`src/rtl/bgm_pkg.sv`:
```
// bgm_pkg: shared types and constants for the background-model
// result stream transmitter.
package bgm_pkg;

  localparam int BGM_TDATA_WIDTH = 24;

  localparam logic [1:0] BGM_VIEW_BG   = 2'd0;
  localparam logic [1:0] BGM_VIEW_FG   = 2'd1;
  localparam logic [1:0] BGM_VIEW_MV   = 2'd2;
  localparam logic [1:0] BGM_VIEW_FGMV = 2'd3;

  localparam logic [BGM_TDATA_WIDTH-1:0] BGM_MASK_ONES = '1;

  typedef enum logic {
    SOF_WAIT,
    SOF_STREAM
  } bgm_sof_state_e;

  // Single mask bit for the mask views; BG view yields 0.
  function automatic logic bgm_view_mask(
    input logic [1:0] view,
    input logic       fg,
    input logic       mv
  );
    logic m;
    unique case (view)
      BGM_VIEW_FG: m = fg;
      BGM_VIEW_MV: m = mv;
      BGM_VIEW_FGMV: m = fg & mv;
      default: m = 1'b0;
    endcase
    return m;
  endfunction

endpackage

```
`src/rtl/bgm_sync_fifo.sv`:
```
// bgm_sync_fifo: first-word-fall-through synchronous FIFO
// with full/empty/count; head entry is always on rd_data_o.
module bgm_sync_fifo #(
  parameter int WIDTH = 8,
  parameter int DEPTH = 16
) (
  input  logic                   clk,
  input  logic                   rst_n,
  input  logic                   wr_en_i,
  input  logic [WIDTH-1:0]       wr_data_i,
  input  logic                   rd_en_i,
  output logic [WIDTH-1:0]       rd_data_o,
  output logic                   full_o,
  output logic                   empty_o,
  output logic [$clog2(DEPTH):0] count_o
);

  localparam int AW = $clog2(DEPTH);

  logic [WIDTH-1:0] mem_q [DEPTH];
  logic [AW:0]      wr_ptr_q;
  logic [AW:0]      rd_ptr_q;

  assign count_o   = wr_ptr_q - rd_ptr_q;
  assign empty_o   = (wr_ptr_q == rd_ptr_q);
  assign full_o    = (wr_ptr_q[AW] != rd_ptr_q[AW]) &&
                     (wr_ptr_q[AW-1:0] == rd_ptr_q[AW-1:0]);
  assign rd_data_o = mem_q[rd_ptr_q[AW-1:0]];

  // Pointer update on write and on head consumption.
  always_ff @(posedge clk or negedge rst_n) begin
    if (!rst_n) begin
      wr_ptr_q <= '0;
      rd_ptr_q <= '0;
    end else begin
      if (wr_en_i) wr_ptr_q <= wr_ptr_q + 1'b1;
      if (rd_en_i && !empty_o) rd_ptr_q <= rd_ptr_q + 1'b1;
    end
  end

  // Storage; cleared so the head reads zero out of reset.
  always_ff @(posedge clk or negedge rst_n) begin
    if (!rst_n) begin
      for (int i = 0; i < DEPTH; i++) mem_q[i] <= '0;
    end else if (wr_en_i) begin
      mem_q[wr_ptr_q[AW-1:0]] <= wr_data_i;
    end
  end

  a_no_overflow: assert property (
    @(posedge clk) disable iff (!rst_n) !(wr_en_i && full_o)
  );

endmodule

```
`src/rtl/bgm_result_stream_tx.sv`:
```
// bgm_result_stream_tx: credit-gated capture of background-model results
// into an AXI4-Stream video output. Option macro: BGM_TX_SOF_ALIGN_EN.
module bgm_result_stream_tx
  import bgm_pkg::*;
#(
  parameter int TDATA_WIDTH = BGM_TDATA_WIDTH,
  parameter int LATENCY     = 4,
  parameter int DEPTH       = 16
) (
  input  logic                   clk,
  input  logic                   aresetn,
  input  logic                   s_tvalid,
  output logic                   s_tready,
  input  logic                   s_tuser,
  input  logic                   s_tlast,
  input  logic [TDATA_WIDTH-1:0] bg_in,
  input  logic [TDATA_WIDTH-1:0] fg_in,
  input  logic [TDATA_WIDTH-1:0] mv_in,
  input  logic [1:0]             view_sel,
  output logic                   m_tvalid,
  input  logic                   m_tready,
  output logic [TDATA_WIDTH-1:0] m_tdata,
  output logic                   m_tuser,
  output logic                   m_tlast
);

  localparam int CW  = $clog2(DEPTH + 1);
  localparam int FW  = TDATA_WIDTH + 2;
  localparam int FCW = $clog2(DEPTH) + 1;

  logic                   s_acc;
  logic                   out_hs;
  logic                   s_tready_q;
  logic [LATENCY-1:0]     sr_v_q;
  logic [LATENCY-1:0]     sr_u_q;
  logic [LATENCY-1:0]     sr_l_q;
  logic                   tap_v;
  logic                   tap_u;
  logic                   tap_l;
  logic                   wr_en;
  logic                   credit_ret;
  logic [CW-1:0]          credit_q;
  logic [CW-1:0]          credit_d;
  logic [1:0]             view_q;
  logic [1:0]             view_d;
  logic [TDATA_WIDTH-1:0] word;
  logic                   fifo_empty;
  logic                   full_unused;
  logic [FCW-1:0]         count_unused;
  logic [FW-1:0]          rd_data;
  logic                   mask_hi_unused;

  assign mask_hi_unused = ^{fg_in[TDATA_WIDTH-1:1],
                            mv_in[TDATA_WIDTH-1:1]};

  assign s_tready = s_tready_q;
  assign s_acc    = s_tvalid & s_tready_q;
  assign m_tvalid = !fifo_empty;
  assign out_hs   = m_tvalid & m_tready;
  assign tap_v    = sr_v_q[LATENCY-1];
  assign tap_u    = sr_u_q[LATENCY-1];
  assign tap_l    = sr_l_q[LATENCY-1];

  // Sideband delay line matching the model latency.
  always_ff @(posedge clk or negedge aresetn) begin
    if (!aresetn) begin
      sr_v_q <= '0;
      sr_u_q <= '0;
      sr_l_q <= '0;
    end else begin
      sr_v_q[0] <= s_acc;
      sr_u_q[0] <= s_acc & s_tuser;
      sr_l_q[0] <= s_acc & s_tlast;
      for (int i = 1; i < LATENCY; i++) begin
        sr_v_q[i] <= sr_v_q[i-1];
        sr_u_q[i] <= sr_u_q[i-1];
        sr_l_q[i] <= sr_l_q[i-1];
      end
    end
  end

  // A SOF beat takes the new view itself.
  always_comb begin
    view_d = view_q;
    if (tap_v && tap_u) view_d = view_sel;
  end

  // Active view register.
  always_ff @(posedge clk or negedge aresetn) begin
    if (!aresetn) view_q <= BGM_VIEW_BG;
    else          view_q <= view_d;
  end

  // Output word for the captured beat.
  always_comb begin
    word = bg_in;
    if (view_d != BGM_VIEW_BG) begin
      word = {TDATA_WIDTH{bgm_view_mask(view_d, fg_in[0], mv_in[0])}};
    end
  end

`ifdef BGM_TX_SOF_ALIGN_EN
  bgm_sof_state_e state_q;
  bgm_sof_state_e state_d;
  logic           drop;
  logic           drop_q;

  // Capture-side alignment state and delayed credit return.
  always_ff @(posedge clk or negedge aresetn) begin
    if (!aresetn) begin
      state_q <= SOF_WAIT;
      drop_q  <= 1'b0;
    end else begin
      state_q <= state_d;
      drop_q  <= drop;
    end
  end

  // Drop beats until the first SOF, then stream forever.
  always_comb begin
    state_d = state_q;
    wr_en   = 1'b0;
    drop    = 1'b0;
    unique case (state_q)
      SOF_WAIT: begin
        if (tap_v && tap_u) begin
          wr_en   = 1'b1;
          state_d = SOF_STREAM;
        end else if (tap_v) begin
          drop = 1'b1;
        end
      end
      SOF_STREAM: wr_en = tap_v;
      default: state_d = SOF_WAIT;
    endcase
  end

  assign credit_ret = drop_q;
`else
  assign wr_en      = tap_v;
  assign credit_ret = 1'b0;
`endif

  // Credit: reserve a slot on accept, free on drain or drop.
  always_comb begin
    credit_d = credit_q;
    if (out_hs)     credit_d = credit_d + CW'(1);
    if (credit_ret) credit_d = credit_d + CW'(1);
    if (s_acc)      credit_d = credit_d - CW'(1);
  end

  // Credit register and registered input ready.
  always_ff @(posedge clk or negedge aresetn) begin
    if (!aresetn) begin
      credit_q   <= CW'(DEPTH);
      s_tready_q <= 1'b0;
    end else begin
      credit_q   <= credit_d;
      s_tready_q <= (credit_d != '0);
    end
  end

  bgm_sync_fifo #(
    .WIDTH (FW),
    .DEPTH (DEPTH)
  ) u_fifo (
    .clk       (clk),
    .rst_n     (aresetn),
    .wr_en_i   (wr_en),
    .wr_data_i ({word, tap_u, tap_l}),
    .rd_en_i   (out_hs),
    .rd_data_o (rd_data),
    .full_o    (full_unused),
    .empty_o   (fifo_empty),
    .count_o   (count_unused)
  );

  assign {m_tdata, m_tuser, m_tlast} = rd_data;

endmodule
```
`config.mk`:
```
export PLATFORM = sky130hd
export DESIGN_NAME = bgm_result_stream_tx
export DESIGN_NICKNAME = d
export VERILOG_FILES = /design/src/rtl/bgm_pkg.sv /design/src/rtl/bgm_sync_fifo.sv /design/src/rtl/bgm_result_stream_tx.sv
export SDC_FILE = /design/constraint.sdc
export NUM_CORES = 1
export LEC_CHECK = 0
export ABC_AREA = 1
export BUFFER_PORTS_ARGS = -buffer_cell sky130_fd_sc_hd__clkbuf_2
export CAP_MARGIN = 20
export CORE_MARGIN = 1
export CORE_UTILIZATION = 30
export CTS_CLUSTER_SIZE = 14
export DETAILED_ROUTE_END_ITERATION = 8
export GPL_ROUTABILITY_DRIVEN = 0
export GPL_TIMING_DRIVEN = 1
export PLACE_DENSITY = 0.46
export SETUP_SLACK_MARGIN = 0.4
export SKIP_LAST_GASP = 1
export SYNTH_ARGS = -nofsm -noshare
export SYNTH_HDL_FRONTEND = slang
export SYNTH_SLANG_ARGS = --single-unit
```
`constraint.sdc`:
```
create_clock -name clk -period 2.3 [get_ports clk]
set_input_delay 0.46 -clock clk [delete_from_list [all_inputs] [get_ports clk]]
set_output_delay 0.46 -clock clk [all_outputs]
set_load 0.03 [all_outputs]
```
==> impl_metrics.env <==
export IMPL_status="finished, violations left"
export IMPL_failed_checks="negative setup slack"
export IMPL_avgSynthCellArea_um2=8.96
export IMPL_cp_max_fo=11
export IMPL_ys_seq_area_frac=0.525
export IMPL_grt_pass1_vias=16600
export IMPL_grt_pass1_wl_mm=107
export IMPL_clockBufferDepth=3
export IMPL_fin_nets=2572
export IMPL_finalHoldViolCount=0
export IMPL_die_w_um=268
export IMPL_yosys_area_top_type="dfrtp_1"
export IMPL_tns_ps=-14490
export IMPL_syn_nets=2460
export IMPL_drcViolationCount=0
export IMPL_ioPinCount=108
export IMPL_skew_ps=25.4
export IMPL_cts_sinks=446
export IMPL_gr_total_overflow=0
export IMPL_rsz0062_at_grt="yes"
export IMPL_tritoncts="done"
export IMPL_htree_levels=2
export IMPL_worst_setup_path_start_kind="flip-flop"
export IMPL_cts_buffers=52
export IMPL_worst_slew_margin_rel=0.643
export IMPL_final_util=0.389
export IMPL_insertion_delay_ps=610
export IMPL_worstHoldPathCells=3
export IMPL_hold_class="primary input to flip-flop"
export IMPL_grt_usage=0.197
export IMPL_reg2reg_depth=18
export IMPL_irDropWorstVdd_v=0.00172
export IMPL_p_leak_nw=12.1
export IMPL_drv_slew=0
export IMPL_synth_flop_cell="dfrtp_1"
export IMPL_core_um2=70000
export IMPL_cp_slowest_cell="dfrtp_4"
export IMPL_timing_rr_end="s_tready"
export IMPL_path_cells="buf_12 > buf_16 > o21ai_1 > o22ai_1 > o211ai_1 > nand3_2 > buf_8"
export IMPL_cts_root_buf="clkbuf_16"
export IMPL_yosys_warnings=0
export IMPL_drtIter0Drc=1220
export IMPL_arrival_ps=2450
export IMPL_end_kind="output port"
export IMPL_num_rows=97
export IMPL_avgRoutedWirePerCell_um=20.8
export IMPL_synthArstFlopShare=1.00
export IMPL_placed_cells=3301
export IMPL_start_util=0.304
export IMPL_crit_family="buffers and inverters"
export IMPL_r2r_setup_slack_ps=-130
export IMPL_die_area_um2=72000
export IMPL_slowest_delay_ps=500
export IMPL_holdPathEnd="sr_u_q[0]"
export IMPL_synthTopCellsByArea="dfrtp_1, o21ai_0, nand2_1"
export IMPL_tightest_slew_ps=533
export IMPL_ys_ff_latch=446
export IMPL_setup_viol=29
export IMPL_syn_inst=2373
export IMPL_hpwlAfterDp_mm=41.4
export IMPL_min_period_ps=2910
export IMPL_ys_types=37
export IMPL_layout_cells_non_filler=3462
export IMPL_drt_wl_total_mm=72.1
export IMPL_dr_pass1_iters=5
export IMPL_layout_commonest_cell="nand2_1"
export IMPL_fin_hold_ws_ps=43.8
export IMPL_cp_required_ps=1840
export IMPL_setup_worst_path_start="u_fifo.rd_ptr_q[0]"
export IMPL_layout_setup_ws_ps=-614
export IMPL_fin_crit_sh=1.27
export IMPL_criticalPathCategory="flip-flop to output port"
export IMPL_drive_above_1_share=0.297
export IMPL_holdCritStartpoint="s_tuser"
export IMPL_grt_antenna_before_repair=0
export IMPL_num_vias=17200
export IMPL_most_common_layout_cells="nand2_1, dfrtp_1, o21ai_0"
export IMPL_drv_cap=0
export IMPL_synthesis_area_um2=21300
export IMPL_ant_nets=0
export IMPL_synth_top_area_frac=0.524
export IMPL_synth_edf_count=0
export IMPL_io_buffers=61
export IMPL_r2r_start="u_fifo.rd_ptr_q[0]"
export IMPL_cts_clk_slew_worst_paths_ps=60
export IMPL_critical_path_buf_inv_count=3
export IMPL_grt_max_degree=86
export IMPL_viasPerCell=4.97
export IMPL_dieHeight_um=268
export IMPL_fmax_mhz=343
export IMPL_area_delta_synth_final_pct=28.0
export IMPL_antenna_cells=0
export IMPL_cellPowerDensity_nw_per_um2=1760
-- worst register-to-register path, cell delays in order (launching register included) --
cell and delay (ps):
dfrtp_4 500, buf_12 160, buf_4 140, buf_6 120, nand2_1 50, inv_1 40, nor2_2 100, nor2_2 60
nand3_4 100, buf_6 150, nand2_8 70, nand2_4 90, nand2_4 60, ha_4 260, nand2_1 50, nand2_2 90
nand3_2 70, nor2_2 100, nand3_1 80
-- report_power, final --
group / switching, mW / internal, mW / total, mW / leakage, nW
clock: 3.37 / 4.87 / 8.24 / 0.825
sequential: 1.96 / 11.6 / 13.6 / 5.23
combinational: 15.8 / 10.2 / 25.9 / 6.02
total: 21.1 / 26.7 / 47.8 / 12.1
-- metrics by stage --
step / area, µm² / worst slack, ps / power [mW]
3_3_place_gp: 23500 / -94.1 / 34.4
6_report: 27200 / -614 / 47.8
5_1_grt: 27200 / -679 / 50.9
4_1_cts: 26200 / -645 / 45.9
3_5_place_dp: 23500 / -84.7 / 34.7
2_1_floorplan: 21700 / 398 / 27.8
-- cells in the mapped netlist, types with 2 or more instances --
cell type	n
nor2_1	227
inv_2	5
nand2_2	2
nand2_1	495
a21oi_2	40
buf_12	12
o21ai_1	13
o21ai_2	165
buf_8	10
buf_1	5
xnor2_1	4
dfrtp_1	445
o21ai_4	21
a21oi_1	66
o211ai_1	10
nand2_4	3
buf_6	2
inv_1	110
buf_2	9
nand3_1	54
inv_4	20
clkbuf_1	151
o221ai_1	42
o22ai_1	36
o21ai_0	402
ha_1	7
xor2_1	7
-- worst max path at each step --
stage	slack [ps]	to	cells after the start
3_3_place_gp	-90	m_tdata[10]	7
5_1_grt	-680	m_tdata[3]	10
4_1_cts	-650	m_tdata[16]	7
6_report	-610	m_tdata[16]	7
3_5_place_dp	-80	m_tdata[3]	7
2_1_floorplan	400	m_tdata[10]	7
-- kinds of logic after synthesis --
family	synth area share
compound gates	0.246
simple gates	0.144
flops	0.525
buf+inv	0.0761
xor+xnor	0.00453
fa+ha+maj	0.00412
-- sequential cells by signal (all words and copies together), names as in the netlist --
signal,flops
sr_v_q,4
sr_u_q,4
u_fifo.rd_ptr_q,5
sr_l_q,4
credit_q,5
u_fifo.mem_q,416
s_tready,1
view_q,2
u_fifo.wr_ptr_q,5
-- routing by layer --
metal  wire length, µm  track usage  vias up
met5                 0            0        -
met1             34200        0.286     8529
met2             33900        0.317      391
li1                  -            -     8230
met4              1230       0.0388        0
met3              2820       0.0219       73
-- what timing repair did --
item                                   4_1_cts  5_1_grt
setup endpoints to repair                  195      345
pin swaps                                   45       68
gates resized for setup                    155      251
hold buffers                                 1        0
endpoints found under the hold margin       31        0
buffers inserted                            21       17
gates cloned                                13       18
-- cell type report --
type | instances | area [µm²]
well taps | 940 | 1180
repair buffers | 238 | 3080
fillers | 7039 | 42800
flip-flops and latches | 446 | 11200
inverters | 136 | 633
clock inverters | 13 | 148
repair inverters | 11 | 76.3
multi-input cells | 1600 | 9420
clock buffers | 78 | 1520
(Power assumes the default switching activity.)
